**config.mk**
```make
export PLATFORM = sky130hd
export DESIGN_NAME = while_inv
export DESIGN_NICKNAME = d
export VERILOG_FILES = /design/src/rtl/while_inv_pkg.sv /design/src/rtl/while_inv_mul_iter.sv /design/src/rtl/while_inv.sv
export SDC_FILE = /design/constraint.sdc
export NUM_CORES = 1
export LEC_CHECK = 0
export ABC_CLOCK_PERIOD_IN_PS = 2650
export CELL_PAD_IN_SITES_DETAIL_PLACEMENT = 0
export CELL_PAD_IN_SITES_GLOBAL_PLACEMENT = 1
export CORE_MARGIN = 2
export CORE_UTILIZATION = 43
export CTS_CLUSTER_SIZE = 28
export DETAILED_ROUTE_END_ITERATION = 10
export PLACE_DENSITY_LB_ADDON = 0.2
export RECOVER_POWER = 50
export SLEW_MARGIN = 20
export SYNTH_ARGS = -nofsm -noshare
export SYNTH_HDL_FRONTEND = slang
export SYNTH_SLANG_ARGS = --single-unit
```
**constraint.sdc**
```tcl
create_clock -name CLK -period 2.65 [get_ports CLK]
set_input_delay 0.3975 -clock CLK [delete_from_list [all_inputs] [get_ports CLK]]
set_output_delay 0.3975 -clock CLK [all_outputs]
set_load 0.01 [all_outputs]
```
**src/rtl/while_inv_pkg.sv**
```systemverilog
// Shared definitions for the while_inv block: FSM state encoding, the
// compile-time modular inverse used as the multiplier constant, and the
// parameter validity check for the paired WhileEnt loop count.
package while_inv_pkg;

  typedef enum logic [1:0] {
    IDLE  = 2'd0,
    MUL   = 2'd1,
    CHECK = 2'd2,
    DONE  = 2'd3
  } state_t;

  // Newton iteration for the inverse of odd k modulo 2^nbits. Starting from
  // inv = k gives 3 correct low bits (k*k == 1 mod 8 for any odd k), and each
  // step doubles the number of correct bits, so ceil(log2(nbits)) steps are
  // enough. Arithmetic is done mod 2^32; the caller truncates to nbits.
  function automatic logic [31:0] kinv(input logic [31:0] k, input int nbits);
    logic [31:0] inv;
    inv = k;
    for (int i = 0; i < $clog2(nbits); i++) begin
      inv = inv * (32'd2 - k * inv);
    end
    return inv;
  endfunction

  // K = COUNT + 1 is only invertible mod 2^n when it is odd.
  function automatic bit count_ok(input int count);
    return (count >= 0) && ((count % 2) == 0);
  endfunction

endpackage

```
**src/rtl/while_inv_mul_iter.sv**
```systemverilog
// Serial shift-add multiplier, one multiplier bit per cycle, fixed NBITS-cycle
// latency (no early exit when the multiplier runs out of ones).
//   clk, rst   : clock, synchronous active-high reset
//   start      : load mcand_in/mult_in and begin (ignored while busy)
//   busy       : iterating
//   done       : high during the final iteration cycle; prod is final after it
//   prod       : running product, wraps mod 2^NBITS
module mul_iter #(
  parameter int NBITS = 8
) (
  input  logic             clk,
  input  logic             rst,
  input  logic             start,
  input  logic [NBITS-1:0] mcand_in,
  input  logic [NBITS-1:0] mult_in,
  output logic             busy,
  output logic             done,
  output logic [NBITS-1:0] prod
);
  import while_inv_pkg::*;

  localparam int CNT_W = $clog2(NBITS + 1);

  logic [NBITS-1:0] mcand_q;
  logic [NBITS-1:0] mult_q;
  logic [NBITS-1:0] prod_q;
  logic [CNT_W-1:0] cnt_q;
  logic             busy_q;

  assign busy = busy_q;
  assign done = busy_q && (cnt_q == CNT_W'(NBITS - 1));
  assign prod = prod_q;

  always_ff @(posedge clk) begin
    if (rst) begin
      mcand_q <= '0;
      mult_q  <= '0;
      prod_q  <= '0;
      cnt_q   <= '0;
      busy_q  <= 1'b0;
    end else if (!busy_q) begin
      if (start) begin
        mcand_q <= mcand_in;
        mult_q  <= mult_in;
        prod_q  <= '0;
        cnt_q   <= '0;
        busy_q  <= 1'b1;
      end
    end else begin
      if (mult_q[0]) begin
        prod_q <= prod_q + mcand_q;
      end
      mcand_q <= mcand_q << 1;
      mult_q  <= mult_q >> 1;
      cnt_q   <= cnt_q + CNT_W'(1);
      if (done) begin
        busy_q <= 1'b0;
      end
    end
  end

endmodule

```
**src/rtl/while_inv.sv**
```systemverilog
// Inverse of WhileEnt (XOUT = K*A - B mod 2^NBITS, K = COUNT+1): recovers
// A = KINV*(XIN + B) with a serial multiplier, then re-applies the forward
// function and reports agreement on OK.
//   CLK, RST            : clock, synchronous active-high reset
//   IN_VALID/IN_READY   : request handshake carrying XIN and B
//   OUT_VALID/OUT_READY : result handshake carrying AOUT and OK
module while_inv
  import while_inv_pkg::*;
#(
  parameter int NBITS = 8,
  parameter int COUNT = 4
) (
  input  logic             CLK,
  input  logic             RST,
  input  logic             IN_VALID,
  output logic             IN_READY,
  input  logic [NBITS-1:0] XIN,
  input  logic [NBITS-1:0] B,
  output logic             OUT_VALID,
  input  logic             OUT_READY,
  output logic [NBITS-1:0] AOUT,
  output logic             OK
);

  if (!count_ok(COUNT)) begin : g_bad_count
    $error("while_inv: COUNT must be even so that K = COUNT+1 is odd");
  end

  localparam logic [NBITS-1:0] K_VAL = NBITS'(COUNT + 1);
  localparam logic [NBITS-1:0] KINV  = NBITS'(kinv(32'(COUNT + 1), NBITS));

  state_t           state_q, state_d;
  logic [NBITS-1:0] x_q, b_q;
  logic [NBITS-1:0] aout_q;
  logic             ok_q;
  logic             out_valid_q;

  logic             accept;
  logic [NBITS-1:0] mcand_init;
  logic [NBITS-1:0] prod;
  logic [NBITS-1:0] fwd;
  logic             mul_busy, mul_done;

  assign IN_READY   = (state_q == IDLE);
  assign accept     = IN_READY && IN_VALID;
  assign mcand_init = XIN + B;
  assign fwd        = K_VAL * prod - b_q;

  assign OUT_VALID = out_valid_q;
  assign AOUT      = aout_q;
  assign OK        = ok_q;

  mul_iter #(.NBITS(NBITS)) u_mul (
    .clk      (CLK),
    .rst      (RST),
    .start    (accept),
    .mcand_in (mcand_init),
    .mult_in  (KINV),
    .busy     (mul_busy),
    .done     (mul_done),
    .prod     (prod)
  );

  always_comb begin
    state_d = state_q;
    case (state_q)
      IDLE:  if (IN_VALID) state_d = MUL;
      // The multiplier can only be idle here if it was never started, in
      // which case there is nothing to wait for.
      MUL: begin
        if (mul_done)       state_d = CHECK;
        else if (!mul_busy) state_d = IDLE;
      end
      CHECK: state_d = DONE;
      DONE:  if (OUT_READY) state_d = IDLE;
      default: state_d = IDLE;
    endcase
  end

  always_ff @(posedge CLK) begin
    if (RST) begin
      state_q     <= IDLE;
      x_q         <= '0;
      b_q         <= '0;
      aout_q      <= '0;
      ok_q        <= 1'b0;
      out_valid_q <= 1'b0;
    end else begin
      state_q <= state_d;
      // capture request operands
      if (accept) begin
        x_q <= XIN;
        b_q <= B;
      end
      // self-check: forward function on the recovered operand
      if (state_q == CHECK) begin
        aout_q      <= prod;
        ok_q        <= (fwd == x_q);
        out_valid_q <= 1'b1;
      end
      // result handoff
      if (state_q == DONE && OUT_READY) begin
        out_valid_q <= 1'b0;
      end
    end
  end

endmodule

```
; ---- Word level (Yosys, flattened, before mapping)
; Index checks and enable logic that the tools add are counted.
[totals]
register_bits = 57
inputBits = 20
output_inout_bits = 11
elab_cells = 53
[op_classes]
add_sub_neg = 4
mul = 1
n_eq_ne = 9
n_mux = 17
reduce_logical = 9
[ops]
columns = operator, n
row1 = $mux W8, 5
row2 = $add A8 B8 Y8, 2
row3 = $mux W7, 2
row4 = $eq A8 B8 Y1, 1
row5 = $mul A3 B8 Y8 const A, 1
row6 = $mux W2, 4
row7 = $mux W4, 2
row8 = $pmux W2 S4, 1
row9 = $sub A8 B8 Y8, 1
row10 = $add A4 B1 Y4 const B, 1
row11 = $eq A2 B2 Y1 const B, 2
row12 = $eq A4 B3 Y1 const B, 1
row13 = $ne A2 B2 Y1 const B, 2
row14 = $reduce_or A2 Y1, 2
row15 = $logic_and A1 B1 Y1, 3
row16 = $mux W1, 3
row17 = $ne A3 B3 Y1 const B, 1
row18 = $reduce_and A3 Y1, 1
row19 = $eq A2 B1 Y1 const B, 1
row20 = $logic_not A2 Y1, 1
row21 = $ne A2 B1 Y1 const B, 1
row22 = $reduce_and A2 Y1, 1
row23 = $reduce_bool A2 Y1, 1

; ---- Depth between registers and ports, before layout
; Gate-level depths: netlist (run 1).
[depth]
depth_word = 4
ltp_mapped = 11
mapped_depth_nobuf = 11

; ---- Cells and area by module
; From an unflattened synthesis (run 1), not the netlist that was laid out.
[hier_totals]
hier_cells = 402
hier_area_um2 = 3382.0
[modules_own_cells]
columns = module, n_inst, cells_each, area_per_inst_um2, seq_area_each_um2
row1 = while_inv, 1, 228, 1870.5, 560.5
row2 = mul_iter, 1, 174, 1511.4, 580.6

; ---- Least setup slack after synthesis (run 1)
; No wires, ideal clock.
[synth_timing]
path_kind = register -> register
from = register u_mul.prod_q[1] (netlist: u_mul.prod[1])
to = register ok_q (netlist: OK)
arrival_time_ns = 2.239
required_ns = 2.532
setup_slack_ns = 0.293
stages_incl_launch_ff = 10
n_path_buf = 0
period_less_slack_ns = 2.357
path_cell_list = dfxtp_1 -> ha_1 -> fa_1 -> ha_1 -> nor2b_1 -> o21ai_0 -> nand2b_1 -> a31oi_1 -> xnor2_1 -> o21ai_1
[synth_via]
elab_chain_cells = 3
[synth_lines]
columns = item, line
row1 = from (decl), while_inv_mul_iter.sv:26  ; logic [NBITS-1:0] prod_q;
row2 = from (signal assigned), while_inv_mul_iter.sv:51  ; prod_q <= prod_q + mcand_q;
row3 = $mul A3 B8 Y8, while_inv.sv:47  ; assign fwd = K_VAL * prod - b_q;
row4 = $sub A8 B8 Y8, while_inv.sv:47
row5 = $eq A8 B8 Y1, while_inv.sv:98  ; ok_q <= (fwd == x_q);
row6 = to (signal assigned), while_inv.sv:98
row7 = to (decl), while_inv.sv:35  ; logic ok_q;
; Every way passes these cells.
; A chain may end at the register's enable or synchronous reset.

; ---- Final worst setup path (run 1)
[layout_timing]
from = register b_q[3]
to = register ok_q (netlist: OK)
[layout_via]
elab_chain_cells = 2
[layout_lines]
columns = item, line
row1 = from (decl), while_inv.sv:33  ; logic [NBITS-1:0] x_q, b_q;
row2 = from (signal assigned), while_inv.sv:84  ; b_q <= '0;
row3 = from (signal assigned), while_inv.sv:93  ; b_q <= B;
row4 = $sub A8 B8 Y8, while_inv.sv:47
row5 = $eq A8 B8 Y1, while_inv.sv:98
; Every way passes these cells.

==> results.cfg, run 1 <==
[run_status]
status = completed

[timing]
setup_viol = 0
tightest_slew_ps = 1059
skew_ps = 6.981
maxSlewHeadroom_pct = 29.37
post-route-min-period_ps = 2416
fmax_mhz = 414.0
min_period_over_period_pct = 91.15
rsz0062_at_grt = false
drv_slew = 0
hold_violations = 0

[detailed_routing]
wl_per_cell_um = 13.71
route.vias.total = 2656
drt-total-wl_mm = 7.143
post_drt_via_cell_ratio = 5.098
drc = 0
drt_iter0_markers = 106
firstDrtPassIters = 4
postRouteAntennaNets = 0

[final_layout]
mostFrequentLayoutCells = nand2_1, dfxtp_1, a21oi_1
ff_latch_area_um2 = 1144
final_cell_area_um2 = 3812
drive_gt1_share_pct = 6.872
antenna_cells = 0
final_common_cell = nand2_1
filler_cell_count = 768
multi_input_area_um2 = 1963
area_growth_pct = 17.51
nets = 473

[floorplan]
rows = 31
pin_count = 31
initial_core_util_pct = 44.49
dieArea_um2 = 8256
die_h_um = 90.86
core-area_um2 = 7292
die_x_um = 90.86

[power]
leakage_uw = 0.001529
vdd_drop_max_mv = 0.3467
p_per_area_nw_per_um2 = 534.9
fin_total_pwr_uw = 2039

[cts]
clk_pin_slew_ps = 70
clk_latency_ps = 340
clockBufferDepth = 2
cts_inserted_buffers = 9
h-tree-depth = 3
cts-root-buf = clkbuf_8
numClockSinks = 57
post-cts-setup-buffer-count = 0
cts_tree = yes

[critical_path]
crit_required_ps = 2890
path_class = register to register
crit_slowest_cell = fa_1
end_kind = register
slowest_delay_ps = 460
crit_top_cell = ha_1
critPathBufInv = 1
cp_cell_sequence = inv_1, ha_1, fa_1, ha_1, nor2b_1, o21ai_0, nand2b_1, a31oi_1, xnor2_1, o21ai_1
cp_top_family = adder cells
start_kind = register
critPathMaxFanout = 4
arrival_ps = 2650

[logic_synthesis]
synth_nets = 444
netlist_instances = 388
ys_ff_latch = 57
ys_warn_count = 0
synthArstFlopShare_pct = 0
netlist_area_um2 = 3244
ys_types = 47
synth_edf_count = 0
synth_seq_area_share_pct = 35.17
postSynthAreaPerCell_um2 = 8.362
synthFlopType = dfxtp_1

[grt]
first_global_vias = 2591
grt_pass1_wl_mm = 12.38
grt_use_total_pct = 18.97
grt_max_degree = 42
gr-total-overflow = 0
antenna_found_initial = 0

[place]
gp_congestion = 0.7538
dp_hpwl_mm = 5.400
place_area_um2 = 3637
io_buffers = 30

[hold_path]
hold_path_class = input port to register

[run]
maxCapViolCount = 0
-- synth_stat cells (2+ instances only) --
cell      number  area share (%)
clkbuf_1      10             1.2
a21o_1         5             1.2
inv_1         18             2.1
ha_1          28              11
nand3b_1       3            0.69
a21oi_1       51             7.9
fa_1           8             4.9
nor2_1        25             2.9
dfxtp_1       57              35
o21a_1         3            0.69
mux2i_1        2            0.62
and3_1         5            0.96
buf_4          2            0.46
nor3_1         8             1.2
o21bai_1       4            0.93
a22oi_1        6             1.4
xor2_1        11             3.0
a211oi_1       3            0.69
nor2b_1        3            0.58
nand2b_1       4            0.77
nand2_1       70             8.1
buf_1          3            0.35
o21ai_0       12             1.9
nand3_1        3            0.46
o21ai_1        3            0.46
xnor2_1       17             4.6
buf_2          4            0.62
-- cell type report --
type                    instances  share of cell area, %
well taps                      99                  3.249
clock buffers                  13                  4.168
inverters                      18                  1.772
repair buffers                 37                  8.927
clock inverters                 3                 0.3938
multi-input cells             294                  51.49
flip-flops and latches         57                  30.00
-- layer usage --
layer | GRT usage, % | vias to the layer above | wire, um
li1 | - | 1391 | -
met1 | 25.83 | 1214 | 3650
met2 | 28.98 | 41 | 3156
met3 | 5.259 | 10 | 232
met4 | 6.439 | 0 | 103
met5 | 0 | - | 0
-- metrics by stage --
stage | instances | hold slack (ps) | setup WS, ps | util, % | setup TNS [ps]
final | 521 | 439.7 | 234.4 | 52.28 | 0
after CTS | 521 | 427.1 | 98.44 | 52.26 | 0
after floorplan | 388 | 427.5 | 292.8 | - | 0
after global routing | 521 | 445.2 | 13.78 | 52.28 | 0
after detailed placement | 505 | 440.4 | -12.06 | 49.88 | -12.06
after global placement | 505 | 436.2 | 27.83 | 49.88 | 0
-- sequential cells by signal, summed over array words and instances (netlist names), named ones only --
name and cells:
AOUT 8, OK 1, state_q 1, u_mul.mcand_q 8
u_mul.cnt_q 4, u_mul.busy 1, u_mul.mult_q 8, b_q 8
u_mul.prod 8, x_q 8, OUT_VALID 1
-- worst reg2reg max path, stage by stage (launching register included) --
cell and delay, ps:
dfxtp_1 340, inv_1 60, ha_1 300, fa_1 460, ha_1 350, nor2b_1 150, o21ai_0 130, nand2b_1 100
a31oi_1 200, xnor2_1 140, o21ai_1 90
-- cells by family (layout without fill, tap and decap cells) --
group / count (synthesis) / in the layout / share of synthesized area, %
adders and majority gates: 36 / 36 / 15.73
and+or+nand+nor: 128 / 128 / 17.35
xor gates and xnor gates: 28 / 28 / 7.559
muxes: 3 / 3 / 0.9641
DFF: 57 / 57 / 35.17
buffers and inverters: 37 / 71 / 4.666
AOI/OAI and AO/OA: 99 / 99 / 18.55
-- worst paths after layout --
path / startpoint / to / cells past startpoint / slack, ps
worst max register to register: b_q[3]$_SDFFE_PP0P_ / OK$_SDFFE_PP0P_ / 10 / 230
worst min-delay path: RST / u_mul.prod[2]$_SDFFE_PP0P_ / 2 / 440
worst min register to register: u_mul.mult_q[3]$_SDFFE_PP0P_ / u_mul.mult_q[2]$_SDFFE_PP0P_ / 2 / 440
worst max-delay path: b_q[3]$_SDFFE_PP0P_ / OK$_SDFFE_PP0P_ / 10 / 230
-- report_power, final --
part	leakage [uW]	total, uW	internal (uW)	switching (uW)
Clock	0.0000932	721	386	336
Combinational	0.000969	383	176	207
Sequential	0.000466	935	899	35.7
-- timing repair --
| item | in CTS | in global routing |
|---|---|---|
| setup endpoints to repair | 0 | 1 |
| gates resized for setup | 0 | 5 |
| hold buffers | 0 | 0 |
Note: power is estimated with default switching activity, not from simulation.
==> inputs of run 2 (changes only) <==
--- a/config.mk
+++ b/config.mk
@@ -8,12 +8,10 @@
 export ABC_CLOCK_PERIOD_IN_PS = 2650
 export CELL_PAD_IN_SITES_DETAIL_PLACEMENT = 0
 export CELL_PAD_IN_SITES_GLOBAL_PLACEMENT = 1
-export CORE_MARGIN = 2
 export CORE_UTILIZATION = 43
 export CTS_CLUSTER_SIZE = 28
 export DETAILED_ROUTE_END_ITERATION = 10
 export PLACE_DENSITY_LB_ADDON = 0.2
-export RECOVER_POWER = 50
 export SLEW_MARGIN = 20
 export SYNTH_ARGS = -nofsm -noshare
 export SYNTH_HDL_FRONTEND = slang
==> results.cfg, run 2 (synthesized netlist as in run 1, its figures left out) <==
[cts]
cts-root-buf = clkbuf_8
post-cts-setup-buffer-count = 0
h-tree-depth = 3
ctsResizeCount = 0
clockBufferDepth = 2
cts_tree = yes
clk_pin_slew_ps = 60
clk_latency_ps = 330
numClockSinks = 57
postCtsHoldBufs = 0
cts_inserted_buffers = 9

[critical_path]
slowest_delay_ps = 540
start_kind = register
arrival_ps = 2770
cp_cell_sequence = inv_1, fa_1, ha_1, inv_1, fa_1, xor2_1, nand4_1, nor4_2, nand3_1, o21ai_1
path_class = register to register
crit_required_ps = 2910
setup.worst_path.start = b_q[0]$_SDFFE_PP0P_
r2r-start = b_q[0]$_SDFFE_PP0P_
end_kind = register
critPathMaxFanout = 3
crit_slowest_cell = fa_1

[final_layout]
drive_gt1_share_pct = 7.329
ff_latch_area_um2 = 1142
final_cell_area_um2 = 3867
antenna_cells = 0
area_growth_pct = 19.21
final_common_cell = nand2_1
mostFrequentLayoutCells = nand2_1, dfxtp_1, a21oi_1
filler_cell_count = 754
nets = 475
multi_input_area_um2 = 1963
fin_cells = 522

[floorplan]
dieArea_um2 = 7896
die_h_um = 88.86
rows = 31
pin_count = 31
core-area_um2 = 7292
die_x_um = 88.86
initial_core_util_pct = 44.49

[place]
dp_cells = 507
place_area_um2 = 3665
gp_congestion = 0.7920
io_buffers = 30
dp_hpwl_mm = 5.371
dp_slack_ps = -28.40

[grt]
grt_use_total_pct = 19.72
antenna_found_initial = 0
grt_pass1_wl_mm = 11.65
grt_max_degree = 33
first_global_vias = 2324
gr-total-overflow = 0

[timing]
tightest_slew_ps = 427.2
tns_ps = 0
maxSlewHeadroom_pct = 71.49
drv_slew = 0
skew_ps = 6.778
fmax_mhz = 398.8
min_period_over_period_pct = 94.63
hold_violations = 0
setup_viol = 0
post-route-min-period_ps = 2508
setup_ws_ps = 142.4

[hold_path]
hp-start = u_mul.mult_q[4]$_SDFFE_PP0P_
hold_path_class = register to register

[run]
maxCapViolCount = 0

[power]
fin_total_pwr_uw = 2127
leakage_uw = 0.001565
vdd_drop_max_mv = 0.2778
p_per_area_nw_per_um2 = 549.9

[detailed_routing]
firstDrtPassIters = 4
wl_per_cell_um = 13.66
drc = 0
drt-total-wl_mm = 7.132
route.vias.total = 2637
post_drt_via_cell_ratio = 5.052
postRouteAntennaNets = 0
drt_iter0_markers = 104

[run_status]
status = completed
[run 2: final timing paths]
path	endpoint	slack, ps	cells after the start
max	OK$_SDFFE_PP0P_	140	10
min	u_mul.mult_q[3]$_SDFFE_PP0P_	450	2
max reg2reg	OK$_SDFFE_PP0P_	140	10
min reg2reg	u_mul.mult_q[3]$_SDFFE_PP0P_	450	2
[run 2: worst max-delay path, delay by kind of cell, from the launching register on]
kind,cells,cell delay (ps)
adder cells (fa/ha/maj),3,1220
AND/OR/NAND/NOR,3,500
flip-flops,1,340
XOR/XNOR,1,140
buffers and inverters,2,130
AO/OA/AOI/OAI,1,120
[run 2: power by group]
part	leakage (uW)	switching [uW]	internal, uW
Sequential	0.000466	35.5	899
Clock	0.000102	325	477
Combinational	0.000997	208	181
[run 2: final cells by class]
type | count | area share, %
sequential | 57 | 29.54
timing repair buffer | 39 | 9.706
clock buffer | 12 | 4.012
multi-input combinational | 294 | 50.76
tap | 99 | 3.203
clock inverter | 3 | 1.035
inverter | 18 | 1.747
[run 2: per-stage QoR]
stage	hold slack (ps)	util [%]
3_5_place_dp	438.6	50.26
2_1_floorplan	427.5	-
5_1_grt	470.5	53.04
3_3_place_gp	435.2	50.26
4_1_cts	449.5	52.93
6_report	449.6	53.04
[run 2: routing by layer]
layer | GRT usage, % | vias up | part of all wire (%)
li1 | - | 1389 | -
met1 | 28.38 | 1196 | 51
met2 | 28.74 | 43 | 44
met3 | 3.825 | 9 | 3.3
met4 | 8.065 | 0 | 1.5
met5 | 0 | - | 0
==> inputs of run 3 (changes only) <==
--- a/config.mk
+++ b/config.mk
@@ -6,6 +6,7 @@
 export NUM_CORES = 1
 export LEC_CHECK = 0
 export ABC_CLOCK_PERIOD_IN_PS = 2650
+export CAP_MARGIN = 20
 export CELL_PAD_IN_SITES_DETAIL_PLACEMENT = 0
 export CELL_PAD_IN_SITES_GLOBAL_PLACEMENT = 1
 export CORE_UTILIZATION = 43
==> results of run 3 <==
No change in the layout: final DEF, timing and power equal those of run 2.
